File: src/rtl/uart_send_frame.sv
// ---------------------------------------------------------------------------
// uart_send_frame
//
// Purpose:
//   Serialises a BYTE_NUM-byte payload into a UART TX core one byte at a
//   time.  A rising edge on frame_en captures frame_data and starts a frame.
//   Each byte is offered with a uart_en request, held until the TX core
//   reports busy, and the next byte is loaded once the core goes idle again.
//   frame_done pulses for one cycle after the final byte.
//
// Optional feature:
//   UART_SEND_FRAME_CKSUM_EN - when defined, one extra byte is appended after
//   the payload: the modulo-256 sum of all payload bytes.
//
// Parameters:
//   BYTE_NUM   payload bytes, 1..8
//   MSB_FIRST  1: most-significant byte first, 0: least-significant first
//
// Ports:
//   sys_clk       in   system clock, rising edge
//   sys_rst_n     in   asynchronous active-low reset
//   frame_en      in   start request (rising edge starts a frame)
//   frame_data    in   payload, captured at frame start
//   frame_busy    out  high while a frame is in progress
//   frame_done    out  one-cycle pulse after the last byte
//   uart_en       out  byte-send request to the TX core
//   uart_din      out  byte presented to the TX core
//   uart_tx_busy  in   TX core busy flag
// ---------------------------------------------------------------------------
module uart_send_frame #(
    parameter int BYTE_NUM  = 4,
    parameter int MSB_FIRST = 1
) (
    input  logic                  sys_clk,
    input  logic                  sys_rst_n,
    input  logic                  frame_en,
    input  logic [8*BYTE_NUM-1:0] frame_data,
    output logic                  frame_busy,
    output logic                  frame_done,
    output logic                  uart_en,
    output logic [7:0]            uart_din,
    input  logic                  uart_tx_busy
);

    localparam int W = 8 * BYTE_NUM;

    // byte_cnt value of the final byte of a frame
`ifdef UART_SEND_FRAME_CKSUM_EN
    localparam logic [3:0] LAST_CNT = 4'(BYTE_NUM);
`else
    localparam logic [3:0] LAST_CNT = 4'(BYTE_NUM - 1);
`endif

    typedef enum logic [2:0] {
        IDLE,
        LOAD,
        REQ,
        WAIT_HI,
        WAIT_LO,
        DONE
    } state_t;

    state_t         state_q, state_d;
    logic           en_d0_q, en_d1_q;
    logic [W-1:0]   shift_q, shift_d;
    logic [3:0]     byte_cnt_q, byte_cnt_d;
    logic           start_edge;
    logic [7:0]     head_byte;
    logic [W-1:0]   shift_adv;

    assign start_edge = en_d0_q & ~en_d1_q;

    // The byte on the send side of the shift register, and the register
    // advanced by one byte toward that side.
    assign head_byte = (MSB_FIRST != 0) ? shift_q[W-1 -: 8] : shift_q[7:0];
    assign shift_adv = (MSB_FIRST != 0) ? (shift_q << 8) : (shift_q >> 8);

`ifdef UART_SEND_FRAME_CKSUM_EN
    logic [7:0] cksum_q, cksum_d;

    always_ff @(posedge sys_clk or negedge sys_rst_n) begin
        if (!sys_rst_n) begin
            cksum_q <= 8'h00;
        end else begin
            cksum_q <= cksum_d;
        end
    end

    // Once byte_cnt passes the payload the checksum byte is presented
    // instead of the (by then empty) shift register.
    assign uart_din = (byte_cnt_q == 4'(BYTE_NUM)) ? cksum_q : head_byte;
`else
    assign uart_din = head_byte;
`endif

    always_ff @(posedge sys_clk or negedge sys_rst_n) begin
        if (!sys_rst_n) begin
            state_q    <= IDLE;
            en_d0_q    <= 1'b0;
            en_d1_q    <= 1'b0;
            shift_q    <= '0;
            byte_cnt_q <= 4'd0;
        end else begin
            state_q    <= state_d;
            en_d0_q    <= frame_en;
            en_d1_q    <= en_d0_q;
            shift_q    <= shift_d;
            byte_cnt_q <= byte_cnt_d;
        end
    end

    always_comb begin
        state_d    = state_q;
        shift_d    = shift_q;
        byte_cnt_d = byte_cnt_q;
        frame_busy = 1'b1;
        frame_done = 1'b0;
        uart_en    = 1'b0;
`ifdef UART_SEND_FRAME_CKSUM_EN
        cksum_d    = cksum_q;
`endif
        case (state_q)
            IDLE: begin
                // Start edges are only honoured here, so edges arriving
                // mid-frame or during DONE are dropped.
                frame_busy = 1'b0;
                if (start_edge) begin
                    state_d    = LOAD;
                    shift_d    = frame_data;
                    byte_cnt_d = 4'd0;
`ifdef UART_SEND_FRAME_CKSUM_EN
                    cksum_d    = 8'h00;
`endif
                end
            end
            LOAD: begin
`ifdef UART_SEND_FRAME_CKSUM_EN
                if (byte_cnt_q < 4'(BYTE_NUM)) begin
                    cksum_d = cksum_q + head_byte;
                end
`endif
                state_d = REQ;
            end
            REQ: begin
                uart_en = 1'b1;
                if (uart_tx_busy) begin
                    state_d = WAIT_HI;
                end
            end
            WAIT_HI: begin
                if (!uart_tx_busy) begin
                    state_d = WAIT_LO;
                end
            end
            WAIT_LO: begin
                shift_d    = shift_adv;
                byte_cnt_d = byte_cnt_q + 4'd1;
                state_d    = (byte_cnt_q == LAST_CNT) ? DONE : LOAD;
            end
            DONE: begin
                frame_done = 1'b1;
                state_d    = IDLE;
            end
            default: begin
                state_d = IDLE;
            end
        endcase
    end

endmodule

File: config.mk
export PLATFORM = sky130hd
export DESIGN_NAME = uart_send_frame
export DESIGN_NICKNAME = d
export VERILOG_FILES = /design/src/rtl/uart_send_frame.sv
export SDC_FILE = /design/constraint.sdc
export NUM_CORES = 1
export LEC_CHECK = 0
export ABC_CLOCK_PERIOD_IN_PS = 1580
export CORE_ASPECT_RATIO = 0.7
export CORE_MARGIN = 5
export CORE_UTILIZATION = 43
export DETAILED_ROUTE_END_ITERATION = 12
export HOLD_SLACK_MARGIN = 0.05
export PLACE_DENSITY = 0.76
export SLEW_MARGIN = 20
export SYNTH_ARGS = -nofsm -noshare
export SYNTH_HDL_FRONTEND = slang
export SYNTH_SLANG_ARGS = --single-unit
File: constraint.sdc
create_clock -name sys_clk -period 1.58 [get_ports sys_clk]
set_input_delay 0.158 -clock sys_clk [delete_from_list [all_inputs] [get_ports sys_clk]]
set_output_delay 0.158 -clock sys_clk [all_outputs]
set_load 0.1 [all_outputs]
==> flow_summary.yaml <==
layout:
  final_core_util_pct: 64.3
  nets: 230
  diodes: 0
  final_common_cell: "dfrtp_1"
  areaGrowthSynthToFinish_pct: 41.8
  drive_gt1_share_pct: 27.3
  mostFrequentLayoutCells: "dfrtp_1, clkdlybuf4s50_1, or3_1, buf_12, o221a_2"
setup_path:
  timing.rr.start: "byte_cnt_q[0]"
  critPathRequiredTime_ns: 1.81
  slowest_stage: "or4b_2"
  worstPathCellList: "ha_2 > or4b_2 > o211ai_1 > a21bo_2"
  max_stage_delay_ns: 0.62
  worstPathArrival_ns: 1.80
  reg2reg_depth: 4
  r2r_slack_ns: 0.02
  critPathCaptureType: "flip-flop"
  worstReg2RegEnd: "byte_cnt_q[2]"
  worstSetupStartpointType: "flip-flop"
  startpoint: "byte_cnt_q[0]"
  cp_max_fo: 2
  crit_type: "flip-flop to flip-flop"
detailed_routing:
  drc: 0
  ant_nets: 0
  avgViaCountPerCell: 5.41
  finalWirelength_um: 4140
  routedWlPerCell_um: 16.8
  drtIter0Drc: 86
  firstDrtPassIters: 4
  routed-via-count: 1331
min_path:
  min_path_cells: 1
  worstHoldEndpoint: "en_d0_q"
  hold_path_class: "input port to flip-flop"
  min_from: "frame_en"
grt:
  grt_pass1_wl_um: 6800
  grt_antenna_before_repair: 0
  grt_use_total_pct: 15.7
  grt.overflow.total: 0
  grt_pass1_vias: 1414
  grt_start_max_net_pins: 42
floorplan:
  io_pins: 47
  rows: 19
  initial_core_util_pct: 45.4
  core_mm2: 0.00402
  dieWidth_um: 87.8
  die_h_um: 64.5
  die_area_mm2: 0.00566
place:
  hpwl_um: 3060
  portBuffers: 46
  gp_congestion: 0.759
cts:
  clock_sinks: 41
  cts_tree: "built"
  cts_made_buffers: 5
  post_cts_buffers: 0
  htreeDepth: 2
  cts-root-buf: "clkbuf_8"
  clk_path_buf_depth: 2
  cts.reportedPaths.clkPinSlew_ns: 0.08
  clk_latency_ns: 0.29
timing:
  hold_slack_ns: 0.306
  finClkSkew_ns: 0.00540
  slew_headroom_pct: 69.4
  tightest_slew_ns: 0.458
  rsz0062_at_grt: "yes"
  tns_ns: 0
  fmax_mhz: 639
  finalHoldViolCount: 0
  period_needed_ns: 1.56
  finalSetupViolCount: 0
  slew_viol_final: 0
  final.period_utilization_pct: 99.0
power_and_ir_drop:
  peakVddDrop_mv: 1.74
  powerDensity_mw_per_mm2: 2030
  p_total_mw: 5.25
  leakage_nw: 1.10
yosys:
  synth_seq_cells: 41
  synth_nets: 181
  syn_area_mm2: 0.00182
  ys_seq_area_share_pct: 56.3
  synth_cell_types: 27
  syn_area_per_cell_um2: 12.7
  synth_warnings: 0
  syn_inst: 144
job:
  max_cap_violations: 0
status:
  status: "completed"
==> metrics by stage <==
step / worst slack (ns) / std cells / area (um^2)
floorplan: -0.100 / 144 / 1840
global placement: 0.0637 / 237 / 2470
detailed placement: 0.0300 / 237 / 2470
CTS: 0.000465 / 246 / 2570
global route: -0.0162 / 246 / 2580
finish: 0.0155 / 246 / 2580
==> worst max path at each step <==
| stage | endpoint | slack (ns) | cells after the start |
|---|---|---|---|
| 3_3_place_gp | shift_q[23] | 0.06 | 4 |
| 6_report | byte_cnt_q[2] | 0.02 | 4 |
| 4_1_cts | byte_cnt_q[2] | 0.0005 | 4 |
| 5_1_grt | byte_cnt_q[2] | -0.02 | 4 |
| 3_5_place_dp | byte_cnt_q[2] | 0.03 | 4 |
| 2_1_floorplan | shift_q[24] | -0.10 | 5 |
==> cell usage after synthesis (all sizes together) <==
master | instances | area [um^2]
a21bo | 1 | 10.0
o21ai | 3 | 15.0
or3 | 14 | 87.6
a211oi | 1 | 7.51
o211ai | 1 | 7.51
o221a | 13 | 146
nor2b | 4 | 25.0
clkbuf | 4 | 15.0
a221o | 11 | 110
mux2i | 2 | 20.0
nor2 | 3 | 18.8
ha | 1 | 12.5
o21a | 1 | 7.51
a22o | 9 | 78.8
nor3b | 1 | 7.51
dfrtp | 41 | 1030
buf | 14 | 110
nand4 | 1 | 6.26
nand3b | 1 | 7.51
nand2 | 5 | 18.8
nand2b | 1 | 6.26
or4b | 1 | 10.0
and2 | 11 | 68.8
==> cells by family after synthesis <==
kind of cell,count (synthesis),share of synthesized area [%]
AND/OR/NAND/NOR,42,14.1
buffers and inverters,18,6.86
adder cells (fa/ha/maj),1,0.686
flip-flops,41,56.3
multiplexers,2,1.10
AO/OA/AOI/OAI,40,21.0
==> worst max-delay path: cells and delay by family, from the launching register on <==
kind,cells,cell delay [ns]
fa+ha+maj,1,0.20
compound gates,2,0.29
simple gates,1,0.62
flops,1,0.41
==> per-layer routing <==
| metal | global-route usage, % | routed length (um) |
|---|---|---|
| met1 | 22.4 | 2040 |
| met2 | 23.0 | 1780 |
| met3 | 4.68 | 281 |
| met4 | 4.60 | 34 |
| met5 | 0 | 0 |
==> layout make-up <==
class	instances	area [um^2]
clock buffer	6	72.6
clock inverter	2	10.0
fill	303	1430
multi-input combinational	85	697
sequential	41	1030
tap	52	65.1
timing repair buffer	60	714
==> power by group <==
part | internal, mW | switching (mW)
combinational | 1.26 | 1.51
clock | 0.306 | 0.343
sequential | 1.49 | 0.331
==> flip-flops by register name, indices dropped and copies added, names as in the netlist <==
signal      flops
byte_cnt_q      4
state_q         3
shift_q        32
en_d0_q         1
en_d1_q         1
==> repair_timing <==
action / CTS / global route
hold buffers: 1 / 0
pin swaps: 0 / 0
resized for setup: 1 / 5
endpoints found under the setup margin: 1 / 9
hold endpoints to repair: 41 / 0
No activity file was read; power rests on OpenSTA's default activity.
